**src/rtl/cfg_bank.sv**
```systemverilog
// cfg_bank: per-channel DMA ring/interrupt configuration registers
// plus an indirect AXI access sequencer with timeout and status.
module cfg_bank #(
    parameter int          N_CHAN    = 4,
    parameter int          ADDR_BITS = 12,
    parameter logic [63:0] RST_MASK  = 64'h3ff,
    parameter int          TIMEOUT   = 1024
) (
    input  logic                   clk,
    input  logic                   rst,
    input  logic                   wr_mem_valid,
    input  logic [ADDR_BITS-1:0]   wr_addr_lo,
    input  logic [ADDR_BITS-1:0]   wr_addr_hi,
    input  logic [31:0]            wr_data_lo,
    input  logic [31:0]            wr_data_hi,
    input  logic [3:0]             wr_mask_lo,
    input  logic [3:0]             wr_mask_hi,
    input  logic                   wr_en_lo,
    input  logic                   wr_en_hi,
    input  logic                   rd_mem_valid,
    input  logic [ADDR_BITS-1:0]   rd_addr_lo,
    input  logic [ADDR_BITS-1:0]   rd_addr_hi,
    input  logic                   rd_en_lo,
    input  logic                   rd_en_hi,
    output logic [31:0]            rd_data_lo,
    output logic [31:0]            rd_data_hi,
    output logic [N_CHAN*64-1:0]   dsc_mask,
    output logic [N_CHAN*64-1:0]   pkt_mask,
    output logic [N_CHAN*64-1:0]   dne_mask,
    output logic [N_CHAN*64-1:0]   host_dne_offset,
    output logic [N_CHAN*64-1:0]   host_dne_mask,
    output logic [N_CHAN-1:0]      int_enable,
    output logic [N_CHAN*16-1:0]   byte_wait,
    output logic                   soft_reset,
    output logic [31:0]            axi_rdwr_addr,
    output logic [31:0]            axi_wr_data,
    output logic                   axi_wr_go,
    output logic                   axi_rd_go,
    input  logic                   axi_wr_done,
    input  logic                   axi_rd_done,
    input  logic [31:0]            axi_rd_data,
    input  logic                   axi_error,
    output logic                   mem_cfg_rd_valid
);
    localparam int CW = $clog2(TIMEOUT) + 1;
    localparam logic [CW-1:0] T_LAST = CW'(TIMEOUT - 1);

    localparam int IDX_SOFT = 256;
    localparam int IDX_WR   = 257;
    localparam int IDX_RD   = 258;
    localparam int IDX_RES  = 259;
    localparam int IDX_STS  = 260;

    typedef enum logic [1:0] {
        IDLE,
        WR_BUSY,
        RD_BUSY
    } state_t;

    logic [63:0] dsc_q  [N_CHAN];
    logic [63:0] pkt_q  [N_CHAN];
    logic [63:0] dne_q  [N_CHAN];
    logic [63:0] hoff_q [N_CHAN];
    logic [63:0] hmsk_q [N_CHAN];
    logic [15:0] bw_q   [N_CHAN];
    logic [N_CHAN-1:0] ie_q;

    logic        soft_q;
    logic [31:0] stage_q;
    logic [31:0] wdata_q;
    logic [31:0] addr_q;
    logic [31:0] res_q, res_d;
    logic [3:1]  sts_q;
    logic        rdv_q, rdv_d;

    state_t        state_q, state_d;
    logic [CW-1:0] cnt_q, cnt_d;

    logic lo_we, hi_we;
    int   lo_idx, hi_idx;
    logic go_wr, go_rd;
    logic latch, done;
    logic set_err, set_to, set_ovf;
    logic [3:1] clr;
    logic unused_addr_bits;

    assign lo_we  = wr_mem_valid && wr_en_lo;
    assign hi_we  = wr_mem_valid && wr_en_hi;
    assign lo_idx = int'(wr_addr_lo[ADDR_BITS-1:3]);
    assign hi_idx = int'(wr_addr_hi[ADDR_BITS-1:3]);
    assign go_wr  = hi_we && hi_idx == IDX_WR && wr_mask_hi[3];
    assign go_rd  = hi_we && hi_idx == IDX_RD && wr_mask_hi[3];

    assign unused_addr_bits = ^{wr_addr_lo[2:0], wr_addr_hi[2:0],
                                rd_addr_lo[2:0], rd_addr_hi[2:0]};

    function automatic logic [31:0] merge(
        input logic [31:0] old,
        input logic [31:0] d,
        input logic [3:0]  m
    );
        logic [31:0] v;
        v = old;
        for (int b = 0; b < 4; b++)
            if (m[b]) v[b*8 +: 8] = d[b*8 +: 8];
        return v;
    endfunction

    function automatic logic [31:0] wr_lo(input logic [31:0] old, input int key);
        return (lo_we && lo_idx == key) ? merge(old, wr_data_lo, wr_mask_lo) : old;
    endfunction

    function automatic logic [31:0] wr_hi(input logic [31:0] old, input int key);
        return (hi_we && hi_idx == key) ? merge(old, wr_data_hi, wr_mask_hi) : old;
    endfunction

    function automatic logic [63:0] wr64(input logic [63:0] old, input int key);
        return {wr_hi(old[63:32], key), wr_lo(old[31:0], key)};
    endfunction

    function automatic logic [31:0] rd_word(input int idx, input logic hi);
        logic [63:0] v;
        v = '0;
        for (int c = 0; c < N_CHAN; c++) begin
            if (idx == c*8 + 0) v = dsc_q[c];
            if (idx == c*8 + 1) v = pkt_q[c];
            if (idx == c*8 + 2) v = dne_q[c];
            if (idx == c*8 + 3) v = hoff_q[c];
            if (idx == c*8 + 4) v = hmsk_q[c];
            if (idx == c*8 + 5) v = {32'h0, bw_q[c], 15'h0, ie_q[c]};
        end
        if (idx == IDX_SOFT) v = {63'h0, soft_q};
        if (idx == IDX_WR)   v = {addr_q, stage_q};
        if (idx == IDX_RD)   v = {addr_q, 32'h0};
        if (idx == IDX_RES)  v = {32'h0, res_q};
        if (idx == IDX_STS)  v = {32'h0, 28'h0, sts_q, state_q != IDLE};
        return hi ? v[63:32] : v[31:0];
    endfunction

    always_ff @(posedge clk or posedge rst) begin
        if (rst) begin
            for (int c = 0; c < N_CHAN; c++) begin
                dsc_q[c]  <= RST_MASK;
                pkt_q[c]  <= RST_MASK;
                dne_q[c]  <= RST_MASK;
                hoff_q[c] <= '0;
                hmsk_q[c] <= '0;
                bw_q[c]   <= 16'hffff;
            end
            ie_q    <= '1;
            soft_q  <= 1'b0;
            stage_q <= '0;
        end else begin
            for (int c = 0; c < N_CHAN; c++) begin
                dsc_q[c]  <= wr64(dsc_q[c],  c*8 + 0);
                pkt_q[c]  <= wr64(pkt_q[c],  c*8 + 1);
                dne_q[c]  <= wr64(dne_q[c],  c*8 + 2);
                hoff_q[c] <= wr64(hoff_q[c], c*8 + 3);
                hmsk_q[c] <= wr64(hmsk_q[c], c*8 + 4);
                if (lo_we && lo_idx == c*8 + 5) begin
                    if (wr_mask_lo[0]) ie_q[c]       <= wr_data_lo[0];
                    if (wr_mask_lo[2]) bw_q[c][7:0]  <= wr_data_lo[23:16];
                    if (wr_mask_lo[3]) bw_q[c][15:8] <= wr_data_lo[31:24];
                end
            end
            if (lo_we && lo_idx == IDX_SOFT && wr_mask_lo[0])
                soft_q <= wr_data_lo[0];
            stage_q <= wr_lo(stage_q, IDX_WR);
        end
    end

    always_comb begin
        done = (state_q == WR_BUSY) ? axi_wr_done : axi_rd_done;
        clr  = (lo_we && lo_idx == IDX_STS && wr_mask_lo[0]) ? wr_data_lo[3:1] : 3'b0;
    end

    always_comb begin
        state_d = state_q;
        cnt_d   = cnt_q + 1'b1;
        res_d   = res_q;
        rdv_d   = rdv_q;
        latch   = 1'b0;
        set_err = 1'b0;
        set_to  = 1'b0;
        set_ovf = 1'b0;
        unique case (state_q)
            IDLE: begin
                cnt_d = '0;
                if (go_wr) begin
                    state_d = WR_BUSY;
                    latch   = 1'b1;
                end else if (go_rd) begin
                    state_d = RD_BUSY;
                    latch   = 1'b1;
                    rdv_d   = 1'b0;
                    res_d   = 32'hdeadbeef;
                end
            end
            WR_BUSY, RD_BUSY: begin
                set_ovf = go_wr || go_rd;
                set_err = axi_error;
                // completion outranks a coincident error; the error stays flagged
                if (done) begin
                    state_d = IDLE;
                    rdv_d   = 1'b1;
                    if (state_q == RD_BUSY) res_d = axi_rd_data;
                end else if (axi_error) begin
                    state_d = IDLE;
                    rdv_d   = 1'b1;
                    res_d   = 32'hdeadbeef;
                end else if (cnt_q == T_LAST) begin
                    state_d = IDLE;
                    rdv_d   = 1'b1;
                    res_d   = 32'hdeadbeef;
                    set_to  = 1'b1;
                end
            end
            default: state_d = IDLE;
        endcase
    end

    always_ff @(posedge clk or posedge rst) begin
        if (rst) begin
            state_q <= IDLE;
            cnt_q   <= '0;
            res_q   <= 32'hcafebabe;
            rdv_q   <= 1'b1;
            sts_q   <= '0;
            addr_q  <= '0;
            wdata_q <= '0;
        end else begin
            state_q <= state_d;
            cnt_q   <= cnt_d;
            res_q   <= res_d;
            rdv_q   <= rdv_d;
            sts_q   <= (sts_q & ~clr) | {set_ovf, set_to, set_err};
            if (latch) begin
                addr_q <= wr_data_hi;
                if (go_wr) wdata_q <= wr_lo(stage_q, IDX_WR);
            end
        end
    end

    always_ff @(posedge clk or posedge rst) begin
        if (rst) begin
            rd_data_lo <= '0;
            rd_data_hi <= '0;
        end else begin
            if (rd_mem_valid && rd_en_lo)
                rd_data_lo <= rd_word(int'(rd_addr_lo[ADDR_BITS-1:3]), 1'b0);
            if (rd_mem_valid && rd_en_hi)
                rd_data_hi <= rd_word(int'(rd_addr_hi[ADDR_BITS-1:3]), 1'b1);
        end
    end

    for (genvar c = 0; c < N_CHAN; c++) begin : g_out
        assign dsc_mask[c*64 +: 64]        = dsc_q[c];
        assign pkt_mask[c*64 +: 64]        = pkt_q[c];
        assign dne_mask[c*64 +: 64]        = dne_q[c];
        assign host_dne_offset[c*64 +: 64] = hoff_q[c];
        assign host_dne_mask[c*64 +: 64]   = hmsk_q[c];
        assign byte_wait[c*16 +: 16]       = bw_q[c];
    end

    assign int_enable       = ie_q;
    assign soft_reset       = soft_q;
    assign axi_rdwr_addr    = addr_q;
    assign axi_wr_data      = wdata_q;
    assign axi_wr_go        = state_q == WR_BUSY;
    assign axi_rd_go        = state_q == RD_BUSY;
    assign mem_cfg_rd_valid = rdv_q;

endmodule
```
**config.mk**
```make
export PLATFORM = sky130hd
export DESIGN_NAME = cfg_bank
export DESIGN_NICKNAME = d
export VERILOG_FILES = /design/src/rtl/cfg_bank.sv
export SDC_FILE = /design/constraint.sdc
export NUM_CORES = 2
export LEC_CHECK = 0
export CAP_MARGIN = 20
export CORE_AREA = 2 2 631 633
export CTS_BUF_LIST = sky130_fd_sc_hd__clkbuf_4
export DETAILED_ROUTE_END_ITERATION = 8
export DIE_AREA = 0 0 633 635
export PLACE_DENSITY = 0.49
export SLEW_MARGIN = 20
export SYNTH_ARGS = -nofsm -noshare
export SYNTH_HDL_FRONTEND = slang
export SYNTH_SLANG_ARGS = --single-unit
```
**constraint.sdc**
```tcl
create_clock -name clk -period 58.8 [get_ports clk]
set_input_delay 14.7 -clock clk [delete_from_list [all_inputs] [get_ports clk]]
set_output_delay 14.7 -clock clk [all_outputs]
set_load 0.01 [all_outputs]
```
==> results.txt <==
The number of max-slew violations in the final report was 0; the unique cell type count in the Yosys netlist was 90. After detailed routing, the total wire length is 520,000 microns. Compared with the post-synthesis result, the final layout area differs by 41.0%.

Adder-cell share of the synthesized area: 0.0871%. The leading cell type by number of instances after synthesis is mux2_2. The floorplan step defined a core boundary enclosing 395,000 sq um. Of the cells placed in the final design, the portion with a size suffix greater than 1 is 35.6%. The iteration-0 DRC count of the detailed router was 6,059; the clock insertion delay at the later pin of the skew report was 1540 ps.

The net count reported at finish is 7,786. Number of synthesized flops with an enable pin: 0. The maximum achievable frequency was 49.8 MHz; the global router's overall resource usage was 25.0%. Once the clock tree was built, the resizer swapped 0 gates to a different size. The share of the synthesized area in compound gates (AO/OA/AOI/OAI) was 10.7%; the average wire length per cell after detail routing was 39.2 microns.

Cell taking the most area after synthesis: dfrtp_1. The worst setup path is captured at an asynchronous set/reset pin. Synthesis inferred 1,558 register bits.

The number of remaining DRC errors is 0. Sorting the synthesized cells by area gives the leading types as dfrtp_1 (47%), mux2_2 (23%), dfstp_2 (7.7%). The number of setup buffers added after CTS is 0. The post-DP HPWL was 414,000 microns. Dividing the detail-routed via count by the number of cells gives 4.84. The worst clock skew came out at 173 ps. STA puts the critical path data required time at 60,220 ps. The run gives 158 as the largest net degree at the start of global routing.

In this run the power density over the cells is 23.0 nW/um^2. Critical path start-end classification: primary input to asynchronous set/reset pin. Once the floorplan was initialized, standard cells occupied 18.2% of the core.

The worst-case headroom to the max-slew limit was 17.0%. For this run the aggregate overflow at the end of global routing stands at 0. The aggregate negative setup slack is 0 ps, and the final period utilization is 34.2%. Sort of element at the start of the critical path: a primary input. The floorplan step set the die width to 633 microns. In the synthesized netlist the async set-or-reset flop fraction comes to 100%. In the synthesized netlist the dominant register cell turns out to be dfrtp_1. A synthesized cell averages 12.6 sq um. The number of standard cells in the final layout excluding fillers came out at 13,300.

The clock tree root buffer cell was clkbuf_4. Actual transition at the worst max-transition pin: 1240 ps. The first global-routing pass estimated 672,000 microns of wire. The number of nets in the synthesized netlist is 5,851. Setup repair after global routing left no endpoint under its margin.

Final hold analysis gives a worst-case slack of 458 ps. The die covers 402,000 sq um. Summing the areas of all xor and xnor instances in the mapped netlist gives 0.0732% of the synthesized area. By count the netlist is led by mux2_2 (1,455), dfrtp_1 (1,347), nand2_1 (364).

Share of the synthesized area in the top cell type: 47.0%. In the synthesized netlist, mux cells make up 25.4% of the area. The number of iterations in the first detailed-routing pass is 7, and the number of hold-repair buffers added at the cts stage is 0.

TritonCTS built the clock tree. Setup violations remaining at the end of the flow were counted as 0. The run gives 54.7% as the sequential share of the synthesized area. The congestion estimate from routability-driven global placement came to 0.925. In the synthesized netlist, the number of instances is 5,683. For this run, the number of Yosys warnings is 0. The logs give 44.7 nW for the leakage power and 231 for the number of cell rows.

Counting along the longest clock path gives a buffer depth of 4. Summing over every cut layer, the via total after detailed routing is 64,200. The detail route stage leaves a number of antenna-violating nets equal to 0.

The simple-gate share of the synthesized area was 6.78%; the die span in y was 635 microns. The worst register-to-register path begins at state_q[1]$_DFFE_PP0P_. The H-tree was split into 5 levels. The final core utilization is 25.6%, and the largest driver fanout on the critical path is 80. By area, the combinational part of the netlist is dominated by multiplexers.

The number of global-route vias before repair is 65,100, and the post-synth design cell area is 71,800 sq um. For the finished layout, the period the worst path requires is 20,080 ps. Number of maximum-capacitance violations: 0.

Number of buffers inserted by port buffering: 1,630. For the count of final hold-check violations, the log shows 0. The clock-pin transition on the worst setup and hold timing paths works out to 60 ps. The most critical setup path has its startpoint at rst.

Number of sinks handled by clock tree synthesis: 1,558. The worst min-delay path startpoint was cnt_q[0]$_DFF_PP0_. IR analysis of the VDD net gives a maximum drop of 0.0000127 V. The number of clock buffers added by TritonCTS is 458.

The I/O pin count came out at 1,643. The class of the tightest hold or removal check was flop to flop. Data arrives at the worst endpoint at 21,500 ps. The flow ran to the end, and the final reports show no timing, DRC or antenna violations. The number of placed instances, taps included, is 12,400. The run gives 50 as the number of antenna violations at the first check in global routing.
==> area by class of cell <==
cell class                 instances  area [sq um]
clock inverter                   138           731
inverter                          37           146
clock buffer                     674          5060
fill                           41900        294000
timing repair buffer            1877         18100
sequential                      1558         39300
multi-input combinational       3686         31300
antenna                           44           110
tap                             5242          6560
==> cells in the final DEF, fill, tap and decap left out, types with 21 or more instances in the layout <==
cell type           n
o211ai_1           30
nand3_1            47
nor3_2             23
o31ai_1            25
o221ai_1           67
dfrtp_1          1347
and3_1             28
mux2_1             22
nor3_1             58
o22ai_1            87
a22oi_1           113
a21oi_1           152
nand2b_1           41
a222oi_1           34
mux4_2             43
clkbuf_4          674
nand4_1            21
a211oi_1           51
diode_2            44
o21ai_0           184
a221o_1            24
a22o_1             32
buf_4             244
a221oi_1           88
a2111oi_0          28
dfstp_2           211
nand2_1           360
mux2i_1            60
mux2_2           1455
nor2_1            256
inv_1              36
nor2b_1            28
clkdlybuf4s50_1  1607
or3_1              21
clkinv_1           98
==> report_power, final <==
| group | internal, mW | switching [mW] |
|---|---|---|
| sequential | 1.08 | 0.0121 |
| clock | 0.534 | 0.540 |
| combinational | 0.0471 | 0.115 |
==> kinds of logic (layout without fill, tap and decap cells) <==
kind of cell | after synthesis | after routing
mux | 1580 | 1580
buf+inv | 439 | 2726
flops | 1558 | 1558
fa+ha+maj | 5 | 5
other cells | 0 | 44
compound gates | 1069 | 1069
xor+xnor | 6 | 6
simple gates | 1026 | 1026
==> worst paths after layout <==
kind,to,slack (ps),cells past startpoint
max,rd_data_lo[13]$_DFFE_PP0P_,38720,10
min,cnt_q[0]$_DFF_PP0_,460,1
max reg2reg,res_q[6]$_DFFE_PP0P_,55270,10
min reg2reg,cnt_q[0]$_DFF_PP0_,460,1
max in group clk,rd_data_hi[0]$_DFFE_PP0P_,40690,9
min in group asynchronous,dsc_mask[244]$_DFFE_PP0P_,13790,2
==> flip-flops by register name (all words and copies together), names as in the netlist, 32 cells and up <==
signal           count
rd_data_lo          32
axi_rdwr_addr       32
res_q               32
pkt_mask           256
host_dne_offset    256
axi_wr_data         32
rd_data_hi          32
dne_mask           256
byte_wait           64
dsc_mask           256
host_dne_mask      256
stage_q             32
==> worst max-delay path: stages <==
cell	delay, ps
clkdlybuf4s50_1	490
inv_8	380
buf_4	760
buf_4	740
buf_4	520
buf_4	600
buf_4	640
buf_4	760
buf_6	700
buf_4	860
==> routing by layer <==
| layer | vias up | global-route usage, % | wire [microns] |
|---|---|---|---|
| met1 | 33900 | 25.8 | 176000 |
| li1 | 25600 | - | - |
| met5 | - | 0 | 97 |
| met4 | 14 | 17.1 | 42000 |
| met2 | 3701 | 44.5 | 263000 |
| met3 | 997 | 6.17 | 38600 |
==> stage by stage <==
stage,cell area (sq um),total power [mW],setup slack [ps]
after CTS,101000,2.37,38400
after global placement,95300,1.28,36840
after detailed placement,95300,1.28,36690
after floorplan,71800,1.18,492
after global routing,101000,2.43,38000
final,101000,2.33,38720
(Power assumes the default switching activity.)
